[config.mk]
export PLATFORM = sky130hd
export DESIGN_NAME = cpu_fabric_op_bridge
export DESIGN_NICKNAME = d
export VERILOG_FILES = /design/src/rtl/cpu_fabric_pkg.sv /design/src/rtl/cpu_fabric_lat_counter.sv /design/src/rtl/cpu_fabric_op_bridge.sv
export SDC_FILE = /design/constraint.sdc
export NUM_CORES = 1
export LEC_CHECK = 0
export CORE_ASPECT_RATIO = 0.8
export CORE_MARGIN = 2
export CORE_UTILIZATION = 35
export DETAILED_ROUTE_END_ITERATION = 6
export MAX_ROUTING_LAYER = met4
export PLACE_DENSITY_LB_ADDON = 0.1
export SYNTH_ARGS = -nofsm -noshare
export SYNTH_HDL_FRONTEND = slang
export SYNTH_SLANG_ARGS = --single-unit
[constraint.sdc]
create_clock -name UserCLK -period 1.9 [get_ports UserCLK]
set_clock_uncertainty 0.1 [all_clocks]
set_input_delay 0.38 -clock UserCLK [delete_from_list [all_inputs] [get_ports UserCLK]]
set_output_delay 0.38 -clock UserCLK [all_outputs]
set_load 0.005 [all_outputs]
[src/rtl/cpu_fabric_pkg.sv]
// Shared types and helpers for the CPU-to-fabric custom-operation bridge.
package cpu_fabric_pkg;

  typedef enum logic [1:0] {
    IDLE = 2'd0,
    WAIT = 2'd1,
    RESP = 2'd2
  } state_t;

  localparam int TILE_NIB = 4;

  // Base bit of tile k's nibble within an operand/result bus.
  function automatic int tile_base(input int k);
    return TILE_NIB * k;
  endfunction

endpackage

[src/rtl/cpu_fabric_lat_counter.sv]
// Latency down-counter: loads on accept and counts down to zero.
// Holds at zero, so a load of 0 reads as expired immediately.
module cpu_fabric_lat_counter #(
  parameter int LAT_W = 4
) (
  input  logic             i_clk,
  input  logic             i_reset,
  input  logic             i_load,
  input  logic [LAT_W-1:0] i_load_val,
  input  logic             i_dec,
  output logic             o_zero
);

  logic [LAT_W-1:0] r_count;

  always_ff @(posedge i_clk) begin
    if (i_reset) begin
      r_count <= '0;
    end else if (i_load) begin
      r_count <= i_load_val;
    end else if (i_dec && (r_count != '0)) begin
      r_count <= r_count - LAT_W'(1);
    end
  end

  assign o_zero = (r_count == '0);

endmodule

[src/rtl/cpu_fabric_op_bridge.sv]
// Single-outstanding bridge: drives CPU operands onto a W_CPU_IO tile column,
// waits lat_q cycles, then returns the tile results. Optional perf counters
// are built when CPU_FABRIC_OP_PERF_EN is defined.
//
//   state | meaning
//   IDLE  | ready for a request
//   WAIT  | operands on the fabric, latency counter running
//   RESP  | results captured, rsp_valid held until rsp_ready
module cpu_fabric_op_bridge
  import cpu_fabric_pkg::*;
#(
  parameter int NUM_TILES = 8,
  parameter int LAT_W     = 4,
  parameter int LAT_RST   = 1
) (
  input  logic                        UserCLK,
  input  logic                        reset,
  input  logic                        req_valid,
  output logic                        req_ready,
  input  logic [TILE_NIB*NUM_TILES-1:0] req_opa,
  input  logic [TILE_NIB*NUM_TILES-1:0] req_opb,
  output logic                        rsp_valid,
  input  logic                        rsp_ready,
  output logic [TILE_NIB*NUM_TILES-1:0] rsp_res0,
  output logic [TILE_NIB*NUM_TILES-1:0] rsp_res1,
  output logic [TILE_NIB*NUM_TILES-1:0] rsp_res2,
  input  logic                        cfg_we,
  input  logic [LAT_W-1:0]            cfg_lat,
  output logic [LAT_W-1:0]            lat_q,
  output logic [TILE_NIB*NUM_TILES-1:0] fabric_opa,
  output logic [TILE_NIB*NUM_TILES-1:0] fabric_opb,
  input  logic [TILE_NIB*NUM_TILES-1:0] fabric_res0,
  input  logic [TILE_NIB*NUM_TILES-1:0] fabric_res1,
  input  logic [TILE_NIB*NUM_TILES-1:0] fabric_res2
`ifdef CPU_FABRIC_OP_PERF_EN
  ,
  output logic [31:0]                 op_count,
  output logic [31:0]                 busy_cycles
`endif
);

  localparam int OP_W = TILE_NIB * NUM_TILES;

  state_t           r_state;
  state_t           w_state_nxt;
  logic             w_accept;
  logic             w_capture;
  logic             w_rsp_done;
  logic             w_cnt_zero;
  logic [LAT_W-1:0] r_lat;
  logic [OP_W-1:0]  r_opa;
  logic [OP_W-1:0]  r_opb;
  logic [OP_W-1:0]  r_res0;
  logic [OP_W-1:0]  r_res1;
  logic [OP_W-1:0]  r_res2;
  logic             r_rsp_valid;

  always_ff @(posedge UserCLK) begin
    if (reset) begin
      r_state <= IDLE;
    end else begin
      r_state <= w_state_nxt;
    end
  end

  always_comb begin
    w_state_nxt = r_state;
    w_accept    = 1'b0;
    w_capture   = 1'b0;
    w_rsp_done  = 1'b0;
    case (r_state)
      IDLE: begin
        if (req_valid) begin
          w_accept    = 1'b1;
          w_state_nxt = WAIT;
        end
      end
      WAIT: begin
        if (w_cnt_zero) begin
          w_capture   = 1'b1;
          w_state_nxt = RESP;
        end
      end
      RESP: begin
        if (rsp_ready) begin
          w_rsp_done  = 1'b1;
          w_state_nxt = IDLE;
        end
      end
      default: w_state_nxt = IDLE;
    endcase
  end

  assign req_ready = (r_state == IDLE);

  // The counter takes lat_q as it stands at accept; later cfg writes only
  // affect the next operation.
  cpu_fabric_lat_counter #(
    .LAT_W(LAT_W)
  ) u_lat_counter (
    .i_clk      (UserCLK),
    .i_reset    (reset),
    .i_load     (w_accept),
    .i_load_val (r_lat),
    .i_dec      (r_state == WAIT),
    .o_zero     (w_cnt_zero)
  );

  always_ff @(posedge UserCLK) begin
    if (reset) begin
      r_lat       <= LAT_W'(LAT_RST);
      r_opa       <= '0;
      r_opb       <= '0;
      r_res0      <= '0;
      r_res1      <= '0;
      r_res2      <= '0;
      r_rsp_valid <= 1'b0;
    end else begin
      if (cfg_we) begin
        r_lat <= cfg_lat;
      end
      // Operands stay on the fabric after completion so tiles see stable inputs.
      if (w_accept) begin
        for (int k = 0; k < NUM_TILES; k++) begin
          r_opa[tile_base(k) +: TILE_NIB] <= req_opa[tile_base(k) +: TILE_NIB];
          r_opb[tile_base(k) +: TILE_NIB] <= req_opb[tile_base(k) +: TILE_NIB];
        end
      end
      if (w_capture) begin
        r_res0      <= fabric_res0;
        r_res1      <= fabric_res1;
        r_res2      <= fabric_res2;
        r_rsp_valid <= 1'b1;
      end else if (w_rsp_done) begin
        r_rsp_valid <= 1'b0;
      end
    end
  end

  assign lat_q      = r_lat;
  assign fabric_opa = r_opa;
  assign fabric_opb = r_opb;
  assign rsp_res0   = r_res0;
  assign rsp_res1   = r_res1;
  assign rsp_res2   = r_res2;
  assign rsp_valid  = r_rsp_valid;

`ifdef CPU_FABRIC_OP_PERF_EN
  logic [31:0] r_op_count;
  logic [31:0] r_busy_cycles;

  always_ff @(posedge UserCLK) begin
    if (reset) begin
      r_op_count    <= '0;
      r_busy_cycles <= '0;
    end else begin
      if (w_rsp_done && (r_op_count != '1)) begin
        r_op_count <= r_op_count + 32'd1;
      end
      if ((r_state != IDLE) && (r_busy_cycles != '1)) begin
        r_busy_cycles <= r_busy_cycles + 32'd1;
      end
    end
  end

  assign op_count    = r_op_count;
  assign busy_cycles = r_busy_cycles;
`endif

endmodule

# Word level (Yosys, flattened, before mapping)
# Index checks and enable logic that the tools add are counted.
op_classes:
  addsub: 1
  mux: 14
  n_eq_ne: 5
  n_reduce_logical: 7
op_table:
  columns: ["op", "count"]
  rows:
  - ["$mux 1", 8]
  - ["$mux 4", 2]
  - ["$mux 2", 3]
  - ["$ne 2x2->1 const B", 3]
  - ["$pmux 2 s3", 1]
  - ["$logic_not 4->1", 1]
  - ["$reduce_bool 2->1", 2]
  - ["$reduce_bool 4->1", 1]
  - ["$sub 4x1->4 const B", 1]
  - ["$reduce_and 3->1", 1]
  - ["$eq 2x1->1 const B", 1]
  - ["$eq 2x2->1 const B", 1]
  - ["$logic_not 2->1", 1]
  - ["$logic_and 1x1->1", 1]
word_totals:
  wordCells: 36
  register_bits: 171
  in_bits: 169
  output_inout_bits: 166

# Depth between registers and ports, before layout
logic_depth:
  ltp_word: 4
  depth_mapped: 8
  depth_no_buf: 5

# Hierarchy
# Synthesis repeated with hierarchy kept, for this count alone.
unflattened:
  hier_cells: 752
  area_unflattened_um2: 7639.8
modules_own_cells:
  columns: ["module", "seq_area_each_um2", "cells_each", "area_per_inst_um2", "n_inst"]
  rows:
  - ["cpu_fabric_op_bridge", 3343.2, 723, 7377.1, 1]
  - ["cpu_fabric_lat_counter", 80.1, 29, 262.8, 1]

# Least setup slack after synthesis
# Ideal clock, no wire load.
synth_timing:
  kind: "register -> register"
  startpoint: "register u_lat_counter.r_count[0]"
  endpoint: "register r_res0[23], in the netlist rsp_res0[23]"
  t_required_ns: 1.668
  t_arrival_ns: 1.505
  setup_time_ns: 0.132
  period_less_slack_ns: 1.737
  stages_incl_launch_ff: 9
  setup_slack_ns: 0.163
  cell_sequence: "dfxtp_1 > inv_1 > ha_1 > or3b_1 > buf_2 > buf_6 > buf_2 > o21ai_1 > a21oi_1"
synth_between:
  elab_chain_len: 3
synth_lines:
  columns: ["item", "line", "text"]
  rows:
  - ["from (decl)", "cpu_fabric_lat_counter.sv:14", "logic [LAT_W-1:0] r_count;"]
  - ["from (signal assigned)", "cpu_fabric_lat_counter.sv:20", "r_count <= i_load_val;"]
  - ["from (signal assigned)", "cpu_fabric_lat_counter.sv:22", "r_count <= r_count - LAT_W'(1);"]
  - ["$logic_not 4->1", "cpu_fabric_lat_counter.sv:26", "assign o_zero = (r_count == '0);"]
  - ["$mux 1", "cpu_fabric_op_bridge.sv:79", "if (w_cnt_zero) begin"]
  - ["$mux 1", "cpu_fabric_op_bridge.sv:71", "case (r_state)"]
  - ["to (signal assigned)", "cpu_fabric_op_bridge.sv:130", "r_res0 <= fabric_res0;"]
  - ["to (decl)", "cpu_fabric_op_bridge.sv:53", "logic [OP_W-1:0] r_res0;"]
# No other way between the ends.
# A chain may end at the register's enable or synchronous reset.

# Final worst setup path
layout_timing:
  startpoint: "register r_lat[3], in the netlist lat_q[3]"
  endpoint: "output port lat_q[3]"
layout_lines:
  columns: ["item", "line", "text"]
  rows:
  - ["from (decl)", "cpu_fabric_op_bridge.sv:50", "logic [LAT_W-1:0] r_lat;"]
  - ["from (signal assigned)", "cpu_fabric_op_bridge.sv:111", "r_lat <= LAT_W'(LAT_RST);"]
  - ["from (signal assigned)", "cpu_fabric_op_bridge.sv:120", "r_lat <= cfg_lat;"]
  - ["to (decl)", "cpu_fabric_op_bridge.sv:29", "output logic [LAT_W-1:0] lat_q,"]
# No word-level cell between the ends.

==> metrics.md <==
| Metric | Value |
|---|---|
| Outcome | `finished clean` |
| CP Launch Type | `register` |
| Leakage Power | `3.702 nW` |
| Critical path buffers and inverters | `1` |
| Worst reg-to-reg setup slack | `roughly 190 ps` |
| WHS Endpoint | `lat_q[2]$_SDFFE_PP0P_` |
| Period utilization | `95.40%` |
| Final setup fails | `0` |
| CTS tree | `yes` |
| CP max-delay cell | `clkdlybuf4s50_1` |
| Design area | `10560 sq um` |
| # H-tree levels | `4` |
| Min-delay src | `reset` |
| Synthesized cell area | `6312 sq um` |
| Final #Nets | `1244` |
| Residual DRC count | `0` |
| Peak supply drop | `0.0006059 V` |
| Post-DP Area | `about 10000 sq um` |
| Die footprint | `19130 sq um` |
| TritonCTS Sinks | `roughly 170` |
| Total CTS buffers | `17` |
| Sequential fraction of the synthesis area | `54.23%` |
| Pwr Density | `roughly 960 nW/um^2` |
| Kind of critical path | `register to output port` |
| Mean area per synthesized cell | `a little over 8 sq um` |
| WL final | `around 21 mm` |
| Wire length per cell | `16.31 um` |
| PnR Total Power | `10.10 mW` |
| Commonest cells post-synth | `dfxtp_1 (171), a21oi_1 (163), nand2_1 (131)` |
| Hold_buf cts | `0` |
| Hold path depth | `2` |
| Post-CTS Setup Bufs | `0` |
| Rows | `43` |
| F_max | `0.5517 GHz` |
| Die X-Extent | `154.1 um` |
| Boundary Pins | `335` |
| Area fraction of the dominant cell type after synthesis | `54.23%` |
| Die Y | `between 100 and 150 um` |
| Starting DRT DRC Count | `~450` |
| Crit path max fanout | `3` |
| Net count after synthesis | `around 940` |
| Hold_ws | `266.2 ps` |
| Critical path's top delay family | `buffers and inverters` |
| YS warnings | `0` |
| Synth area leader | `dfxtp_1` |
| Worst r2r path cells | `8` |
| Total grt overflow | `0` |
| Routability cong. | `0.7737` |
| Area added between synthesis and finish | `67.25%` |
| Avg Vias per Cell | `4.978` |
| Hold WC Path Type | `primary input to register` |
| Crit Reg-Reg Endpoint | `rsp_res1[0]$_SDFFE_PP0P_` |
| CP peak stage delay | `about 550 ps` |
| CP cell instances | `clkdlybuf4s50_1` |
| Worst flop-to-flop path startpoint | `u_lat_counter.r_count[1]$_SDFFE_PP0P_` |
| RSZ-0062 raised after global routing | `false` |
| Seq cells post-synth | `between 150 and 200` |
| Synth area leaders | `dfxtp_1 (54%), a21oi_1 (13%), nand2_1 (7.8%)` |
| Worst-Margin Slew | `between 300 and 400 ps` |
| Cell variety after synth | `32` |
| Util after Layout | `about three fifths` |
| Most frequent cell after synthesis | `dfxtp_1` |
| ANT nets after route | `0` |
| Pins Over Slew Limit | `0` |
| # port buffers | `334` |
| Relative slew slack | `around 74%` |
| Post-synthesis cell count | `between 700 and 800` |
| Ys async rst share | `0%` |
| Worst-Skew Late Latency | `~420 ps` |
| CTS Buffer Depth | `2` |
| DPL Wire Length | `14.08 mm` |
| Worst EP required | `1420 ps` |
| Final Hold Vio Count | `0` |
| DR vias | `6531` |
| Drt first pass iters | `6` |
| Antenna cells | `0` |
| Critical Path AT | `roughly 1300 ps` |
| Max Cap Violations | `0` |
| Core area | `17490 sq um` |
| Antenna violations before repair | `0` |
| Starting Density | `36.10%` |
| Clock transition at path regs | `around 70 ps` |
| Vias in the first global route | `6050` |
| Root buffer cell | `clkbuf_16` |
| Largest net degree at the start of global routing | `78` |
| Final worst path period need | `1813 ps` |
| Total GRT Usage | `21.87%` |
| Share of layout cells above drive strength 1 | `6.624%` |
| Post-synth EDFFs | `0` |
| Main flop type after synthesis | `dfxtp_1` |
| Setup crit end kind | `output port` |
| First-pass GRT wire length | `~32 mm` |
==> worst max-delay path by stage <==
| stage | startpoint | to | slack (ps) | depth (start not counted) |
|---|---|---|---|---|
| final | lat_q[3]$_SDFFE_PP0P_ | lat_q[3] | 90 | 1 |
| after global routing | u_lat_counter.r_count[0]$_SDFFE_PP0P_ | rsp_res1[7]$_SDFFE_PP0P_ | 30 | 8 |
| after CTS | lat_q[3]$_SDFFE_PP0P_ | lat_q[3] | 70 | 1 |
| after detailed placement | req_valid | fabric_opb[10]$_SDFFE_PP0P_ | -170 | 5 |
| after global placement | req_valid | fabric_opa[8]$_SDFFE_PP0P_ | -150 | 5 |
| after floorplan | u_lat_counter.r_count[0]$_SDFFE_PP0P_ | rsp_res0[23]$_SDFFE_PP0P_ | 160 | 8 |
==> final cells by class <==
class                      instances  area, sq um
fill                            1597         6928
timing repair buffer             361         3735
sequential                       171         3426
multi-input combinational        519         2545
clock buffer                      17        425.4
tap                              225        281.5
clock inverter                    15        130.1
inverter                           4        15.01
==> kinds of logic (layout without fill, tap and decap cells) <==
family / after synthesis / after routing / share of synthesized area [%]
compound gates: 266 / 266 / 21.72
simple gates: 247 / 247 / 17.27
flops: 171 / 171 / 54.23
buf+inv: 83 / 397 / 5.808
mux: 4 / 4 / 0.6343
fa+ha+maj: 1 / 1 / 0.1982
xor+xnor: 1 / 1 / 0.1388
==> stage by stage <==
| stage | TNS, ps | setup WS (ps) | std cells |
|---|---|---|---|
| 2_1_floorplan | 0 | 163.2 | 773 |
| 3_3_place_gp | -8485 | -151.9 | 1279 |
| 3_5_place_dp | -9701 | -171.2 | 1279 |
| 4_1_cts | 0 | 65.35 | 1311 |
| 5_1_grt | 0 | 32.04 | 1312 |
| 6_report | 0 | 87.34 | 1312 |
==> report_power, final <==
group	total [mW]	leakage, nW	switching, mW	internal [mW]
logic	2.70	2.04	1.37	1.33
registers	4.05	1.40	0.156	3.89
clock network	3.35	0.269	1.62	1.73
total	10.1	3.70	3.15	6.95
==> flip-flops by register name (all words and copies together), names as in the netlist <==
| register | flops |
|---|---|
| fabric_opa | 32 |
| fabric_opb | 32 |
| lat_q | 4 |
| r_state | 2 |
| rsp_res0 | 32 |
| rsp_res1 | 32 |
| rsp_res2 | 32 |
| rsp_valid | 1 |
| u_lat_counter.r_count | 4 |
==> what timing repair did <==
action                                  in CTS  in global routing
endpoints found under the setup margin       1                 12
gates resized for setup                      3                  9
cloned                                       0                  1
==> routing by layer <==
metal  vias up  track usage, %  part of all wire, %
met4         0           7.009                  1.9
li1       3264               -                    -
met3        27           6.785                  7.5
met1      3019           27.83                   44
met2       221           33.44                   47
met5         -               -                    0
==> cell usage in the layout, fill, tap and decap left out, types with 2 or more instances in the layout <==
master,instances
nor3b_2,2
buf_4,13
dfxtp_1,169
inv_1,4
inv_6,6
o21ai_0,61
a21oi_1,163
clkinvlp_4,3
mux2i_1,4
buf_12,14
clkdlybuf4s50_1,332
clkinv_2,2
o21ai_1,35
nor2_1,7
nand3_1,97
nand2_1,131
dfxtp_2,2
clkbuf_16,18
or3b_2,2
inv_8,4
(Power assumes the default switching activity.)
